--- src/rtl/fxp_mul_pipe_hs_if.sv ---
// Operand/result stream bundle for fxp_mul_pipe_hs.
// The multiplier is the slave: it consumes operand beats and produces result beats.
interface fxp_mul_pipe_hs_if #(
  parameter int A_W = 16,
  parameter int B_W = 16,
  parameter int O_W = 16
);
  logic           in_valid;
  logic           in_ready;
  logic [A_W-1:0] ina;
  logic [B_W-1:0] inb;
  logic           out_valid;
  logic           out_ready;
  logic [O_W-1:0] out;
  logic           overflow;

  modport master (
    output in_valid, ina, inb, out_ready,
    input  in_ready, out_valid, out, overflow
  );

  modport slave (
    input  in_valid, ina, inb, out_ready,
    output in_ready, out_valid, out, overflow
  );
endinterface

--- src/rtl/fxp_mul_pipe_hs.sv ---
// Handshaked signed fixed-point multiplier with a configurable pipeline depth.
// The full-precision product runs through STAGES-1 product registers. The
// final register stage holds the rounded and saturated result. Every stage
// advances together whenever the output register is empty or being drained.
module fxp_mul_pipe_hs #(
  parameter int A_width_int       = 8,
  parameter int A_width_frac      = 8,
  parameter int B_width_int       = 8,
  parameter int B_width_frac      = 8,
  parameter int output_width_int  = 8,
  parameter int output_width_frac = 8,
  parameter int ROUND             = 1,
  parameter int STAGES            = 2
) (
  input  logic              clk,
  input  logic              rstn,
  fxp_mul_pipe_hs_if.slave  bus,
  output logic              ovf_sticky,
  input  logic              ovf_clr
);

  localparam int AW   = A_width_int + A_width_frac;
  localparam int BW   = B_width_int + B_width_frac;
  localparam int OW   = output_width_int + output_width_frac;
  localparam int PW   = AW + BW;
  localparam int PF   = A_width_frac + B_width_frac;
  localparam int DROP = PF - output_width_frac;
  localparam int RSH  = (DROP > 0) ? DROP : 0;
  localparam int LSH  = (DROP < 0) ? -DROP : 0;
  // Working width: room for the rounding carry, the fraction left shift and
  // the output-range comparison.
  localparam int WW   = PW + OW + 2;
  localparam int unsigned NP = STAGES - 1;

  // Half an LSB of the output; collapses to zero when nothing is dropped.
  localparam logic signed [WW-1:0] RND_ADD = (ROUND != 0) ? ((WW'(1) << RSH) >> 1) : '0;
  localparam logic signed [WW-1:0] MAXV    = WW'({(OW-1){1'b1}});
  localparam logic signed [WW-1:0] MINV    = ~MAXV;

  logic                 adv;
  logic signed [PW-1:0] prod_d;
  logic signed [PW-1:0] prod_q [NP];
  logic                 vld_q  [NP];
  logic signed [WW-1:0] ext;
  logic signed [WW-1:0] sum;
  logic signed [WW-1:0] aligned;
  logic [OW-1:0]        adj;
  logic                 adj_ovf;
  logic [OW-1:0]        out_q;
  logic                 ovf_q;
  logic                 ovld_q;

  assign adv           = ~ovld_q | bus.out_ready;
  assign bus.in_ready  = adv;
  assign bus.out_valid = ovld_q;
  assign bus.out       = out_q;
  assign bus.overflow  = ovf_q;

  // Sign-extend both operands to the product width so the low PW bits are exact.
  assign prod_d = $signed({{BW{bus.ina[AW-1]}}, bus.ina}) * $signed({{AW{bus.inb[BW-1]}}, bus.inb});

  // Round, realign to the output fraction and saturate to the output range.
  always_comb begin
    ext     = {{(WW-PW){prod_q[NP-1][PW-1]}}, prod_q[NP-1]};
    sum     = ext + RND_ADD;
    aligned = (sum >>> RSH) <<< LSH;
    adj     = aligned[OW-1:0];
    adj_ovf = 1'b0;
    if (aligned > MAXV) begin
      adj     = {1'b0, {(OW-1){1'b1}}};
      adj_ovf = 1'b1;
    end else if (aligned < MINV) begin
      adj     = {1'b1, {(OW-1){1'b0}}};
      adj_ovf = 1'b1;
    end
  end

  // Lock-step pipeline: product registers, then the width-adjusted result register.
  always_ff @(posedge clk or negedge rstn) begin
    if (!rstn) begin
      for (int unsigned i = 0; i < NP; i++) begin
        prod_q[i] <= '0;
        vld_q[i]  <= 1'b0;
      end
      out_q  <= '0;
      ovf_q  <= 1'b0;
      ovld_q <= 1'b0;
    end else if (adv) begin
      prod_q[0] <= prod_d;
      vld_q[0]  <= bus.in_valid;
      for (int unsigned i = 1; i < NP; i++) begin
        prod_q[i] <= prod_q[i-1];
        vld_q[i]  <= vld_q[i-1];
      end
      out_q  <= adj;
      ovf_q  <= adj_ovf;
      ovld_q <= vld_q[NP-1];
    end
  end

  // Sticky overflow: a delivered saturated beat takes priority over a clear.
  always_ff @(posedge clk or negedge rstn) begin
    if (!rstn) begin
      ovf_sticky <= 1'b0;
    end else if (ovld_q && bus.out_ready && ovf_q) begin
      ovf_sticky <= 1'b1;
    end else if (ovf_clr) begin
      ovf_sticky <= 1'b0;
    end
  end

endmodule

--- src/flat_wrapper.sv ---
// flat-port wrapper written by rule: the top's interface ports become plain ports
module fxp_mul_pipe_hs_flat 
#(
  parameter int A_width_int       = 8,
  parameter int A_width_frac      = 8,
  parameter int B_width_int       = 8,
  parameter int B_width_frac      = 8,
  parameter int output_width_int  = 8,
  parameter int output_width_frac = 8,
  parameter int ROUND             = 1,
  parameter int STAGES            = 2
)
  (clk, rstn, ovf_sticky, ovf_clr, bus_in_valid, bus_ina, bus_inb, bus_out_ready, bus_in_ready, bus_out_valid, bus_out, bus_overflow);
  fxp_mul_pipe_hs_if #(.A_W(16), .B_W(16), .O_W(16)) bus_i ();
  input  logic clk;
  input  logic rstn;
  output logic ovf_sticky;
  input  logic ovf_clr;
  input wire logic [$bits(bus_i.in_valid)-1:0] bus_in_valid;
  input wire logic [$bits(bus_i.ina)-1:0] bus_ina;
  input wire logic [$bits(bus_i.inb)-1:0] bus_inb;
  input wire logic [$bits(bus_i.out_ready)-1:0] bus_out_ready;
  output wire logic [$bits(bus_i.in_ready)-1:0] bus_in_ready;
  output wire logic [$bits(bus_i.out_valid)-1:0] bus_out_valid;
  output wire logic [$bits(bus_i.out)-1:0] bus_out;
  output wire logic [$bits(bus_i.overflow)-1:0] bus_overflow;
  assign bus_i.in_valid = bus_in_valid;
  assign bus_i.ina = bus_ina;
  assign bus_i.inb = bus_inb;
  assign bus_i.out_ready = bus_out_ready;
  assign bus_in_ready = bus_i.in_ready;
  assign bus_out_valid = bus_i.out_valid;
  assign bus_out = bus_i.out;
  assign bus_overflow = bus_i.overflow;
  fxp_mul_pipe_hs #(.A_width_int(A_width_int), .A_width_frac(A_width_frac), .B_width_int(B_width_int), .B_width_frac(B_width_frac), .output_width_int(output_width_int), .output_width_frac(output_width_frac), .ROUND(ROUND), .STAGES(STAGES)) u_core (.clk(clk), .rstn(rstn), .bus(bus_i), .ovf_sticky(ovf_sticky), .ovf_clr(ovf_clr));
endmodule
--- config.mk ---
export PLATFORM = sky130hd
export DESIGN_NAME = fxp_mul_pipe_hs_flat
export DESIGN_NICKNAME = d
export VERILOG_FILES = /design/src/rtl/fxp_mul_pipe_hs_if.sv /design/src/rtl/fxp_mul_pipe_hs.sv /design/src/flat_wrapper.sv
export SDC_FILE = /design/constraint.sdc
export NUM_CORES = 1
export LEC_CHECK = 0
export CELL_PAD_IN_SITES_DETAIL_PLACEMENT = 1
export CELL_PAD_IN_SITES_GLOBAL_PLACEMENT = 2
export CORE_MARGIN = 3
export CORE_UTILIZATION = 30
export CTS_CLUSTER_SIZE = 25
export DETAILED_ROUTE_END_ITERATION = 8
export DONT_BUFFER_PORTS = 1
export PLACE_DENSITY = 0.62
export SYNTH_ARGS = -nofsm -noshare
export SYNTH_HDL_FRONTEND = slang
export SYNTH_SLANG_ARGS = --single-unit
--- constraint.sdc ---
create_clock -name clk -period 2.9 [get_ports clk]
set_clock_uncertainty 0.2 [all_clocks]
set_input_delay 0.435 -clock clk [delete_from_list [all_inputs] [get_ports clk]]
set_output_delay 0.435 -clock clk [all_outputs]
set_load 0.005 [all_outputs]
==> PnR_summary.wiki <==
{| class="wikitable"
! Metric !! Value
|-
| Outcome || finished with violations
|-
| Failing checks || setup timing
|-
| Number of search-and-repair iterations in the first detailed-routing pass || 8
|-
| Width of the die || 207.0 um
|-
| Avg WL per Cell || roughly 17 um
|-
| Post-Place Setup Slack || -3257 ps
|-
| Relative slew margins || 23.86%
|-
| Aggregate global routing overflow || 0
|-
| Library cells used by synthesis || 60
|-
| Antenna diode count || 0
|-
| Wire length of the first global-routing pass || roughly 56000 um
|-
| Final-report max-slew violation count || 0
|-
| Worst hold slack || 50.48 ps
|-
| Vias after detailed routing || 8974
|-
| Clock buffer count from CTS || 5
|-
| Die outline area || 42860 um^2
|-
| Number of flops mapped to enable cells by yosys || 0
|-
| Placer's final routability congestion estimate || 0.7952
|-
| Final setup margin || -2736 ps
|-
| Syn Std Cell Area || roughly 12000 um^2
|-
| Global routing usage summed across all routing layers || about 16%
|-
| Data required time of the worst path || 2930 ps
|-
| Crit-path slowest cell || fa_1
|-
| Final hold vios || 0
|-
| Vias in the first global route || 10630
|-
| Max-cap violations || 0
|-
| Clock Sink Count || 45
|-
| Number of vias per cell after detailed routing || 4.588
|-
| Final Non-Filler Cells || approximately 2000
|-
| Synth Register Bits || 45
|-
| Most prevalent standard cell on the critical path || fa_1
|-
| Share of post-route cells with drive strength above 1 || 22.85%
|-
| Height of the chip || between 200 and 250 um
|-
| Class of the worst hold path || input port to register
|-
| Warnings from Yosys || 0
|-
| Share of synthesized flip-flops with an asynchronous set or reset || 100.0%
|-
| Initial antenna violation count || 0
|-
| Routed Wire Length || 32630 um
|-
| Max Clock Freq || 0.1774 GHz
|-
| Net count of the mapped netlist || 1717
|-
| Worst Setup Path Type || input port to register
|-
| Count of placed standard cells including taps || 1913
|-
| Transition time at the pin with the least slew margin || 1141 ps
|-
| Most used flip-flop cell after synthesis || dfrtp_1
|-
| Number of buffers added on ports || 0
|-
| Cell row count || 73
|-
| Setup repair after global routing missed its margin || yes
|-
| Maximum number of pins on one net before global-route repair || 64
|-
| Later-pin clock latency in the skew report || 290 ps
|-
| Clock tree from TritonCTS || done
|-
| Post-DP HPWL || ~27000 um
|-
| Critical Path End Type || register
|-
| Endpoint arrival time on the critical path || 5660 ps
|-
| Critical Path Start Type || input port
|-
| Initial core utilization || slightly above 30%
|-
| DRC violation total after the first TritonRoute iteration || 232
|-
| Antenna Nets Post-Route || 0
|-
| Maximum root-to-sink buffer count || 2
|-
| Final number of setup-violating endpoints || 25
|-
| Top-level port count || 57
|-
| Clock transition at the register clock pins on the worst setup and hold paths after CTS || 60 ps
|-
| Tmin final || 5636 ps
|-
| Mean cell area of the mapped netlist || 9.055 um^2
|-
| Cell Chain, Critical Path || and2_4, fa_1, inv_2, fa_1, fa_1, inv_1, fa_1, fa_1, inv_1, fa_1, inv_2, ha_4, a211o_1, o211ai_1, nand3_1, o21ai_4, a211o_4, o21ai_4, or4b_1, nand3_1
|-
| Peak per-stage delay on the critical path || 550 ps
|-
| Number of instances in the synthesized netlist || 1339
|-
| CTS Root Buffer Type || clkbuf_16
|-
| Area Overhead vs Synth || 20.73%
|-
| Tcrit/Tclk final || 194.4%
|-
| Count of nets after finishing || ~1800
|-
| Max Fanout on Critical Path || 16
|-
| Residual DRC count || 0
|-
| H-tree lvl count || 2
|-
| Proportion of synthesized chip area in sequential cells || 9.288%
|-
| Core region area || 39820 um^2
|}
## path summary, 6_finish.rpt
| kind | from | to | slack [ps] | cells past startpoint |
|---|---|---|---|---|
| min in group asynchronous | rstn | u_core.bus.out[2]$_DFFE_PN0P_ | 460 | 2 |
| min | ovf_clr | u_core.ovf_sticky$_DFFE_PN0P_ | 50 | 1 |
| max reg2reg | u_core.prod_q[8]$_DFFE_PN0P_ | u_core.bus.out[0]$_DFFE_PN0P_ | 240 | 8 |
| min reg2reg | u_core.vld_q$_DFFE_PN0P_ | u_core.bus.out_valid$_DFFE_PN0P_ | 260 | 1 |
| max | bus_inb[6] | u_core.prod_q[29]$_DFFE_PN0P_ | -2740 | 20 |
| max in group asynchronous | rstn | u_core.prod_q[31]$_DFFE_PN0P_ | 1830 | 2 |
## cell usage after synthesis (5+ instances only)
master,instances,area (um^2)
nand3_1,14,70.07
inv_1,324,1216
xor2_1,18,157.7
nor2_1,52,195.2
a21oi_1,48,240.2
xnor2_1,27,236.5
a21o_1,9,67.56
nor3_1,8,40.04
nand2_1,158,593.1
o21ai_0,16,80.08
o21ai_2,10,87.58
ha_1,80,1001
o211ai_1,7,52.55
fa_1,261,5225
nand4_1,11,68.82
and2_1,122,763.2
o21ai_1,9,45.04
nand2b_1,6,37.54
and4_1,6,52.55
o31ai_1,5,37.54
dfrtp_1,45,1126
clkbuf_1,38,142.6
## layout make-up
cell class	instances	area (um^2)
Sequential cell	45	1126
Multi-Input combinational cell	924	10400
Clock buffer	6	138.9
Inverter	324	1225
Tap cell	525	656.9
Timing Repair Buffer	130	1074
Clock inverter	2	13.76
Fill cell	4601	25190
## cell usage in the layout, fill, tap and decap left out, types with 20 or more instances in the layout
| master | instances |
|---|---|
| ha_1 | 54 |
| buf_4 | 108 |
| nor2_1 | 42 |
| dfrtp_1 | 45 |
| a21oi_1 | 34 |
| and2_1 | 105 |
| fa_1 | 245 |
| inv_2 | 37 |
| ha_4 | 21 |
| inv_1 | 284 |
| xnor2_1 | 22 |
| nand2_1 | 148 |
| buf_6 | 20 |
## cells by family after synthesis
kind of cell | share of synthesized area (%)
AOI/OAI and AO/OA | 7.172
xor gates and xnor gates | 3.251
adders and majority gates | 51.35
buffers and inverters | 11.62
DFF | 9.288
muxes | 0.1651
and+or+nand+nor | 17.15
## worst max-delay path, delay by kind of cell
| kind | cells | cell delay (ps) |
|---|---|---|
| AOI/OAI and AO/OA | 5 | 910 |
| buffers and inverters | 4 | 190 |
| and+or+nand+nor | 4 | 890 |
| adders and majority gates | 7 | 3230 |
## metrics by stage
step,area (um^2),utilization [%],TNS [ps]
5_1_grt,14640,36.76,-64800
3_5_place_dp,13620,34.21,-71410
4_1_cts,14340,36.02,-60450
6_report,14640,36.76,-60150
3_3_place_gp,13620,34.21,-69850
2_1_floorplan,12570,-,-62020
## per-layer routing
metal | global-route usage, % | wire (um) | up-vias
met1 | 19.92 | 13640 | 4719
met5 | 0 | 0 | -
met4 | 0.9363 | 130 | 0
met2 | 31.44 | 18240 | 55
li1 | - | - | 4191
met3 | 1.545 | 618 | 9
## flip-flops by register name (all words and copies together) (netlist names)
signal	count
u_core.bus.out	16
u_core.bus.out_valid	1
u_core.bus.overflow	1
u_core.ovf_sticky	1
u_core.prod_q	25
u_core.vld_q	1
## timing repair
| item | 4_1_cts | 5_1_grt |
|---|---|---|
| gates resized for setup | 113 | 49 |
| setup endpoints to repair | 25 | 25 |
| pin swaps | 118 | 53 |
| setup buffers | 21 | 16 |
| hold buffers | 2 | 0 |
| endpoints found under the hold margin | 45 | 0 |
Power is left out: the tool's default activity adds up to more than one toggle a clock period on the data nets, which glitch-free logic cannot reach.
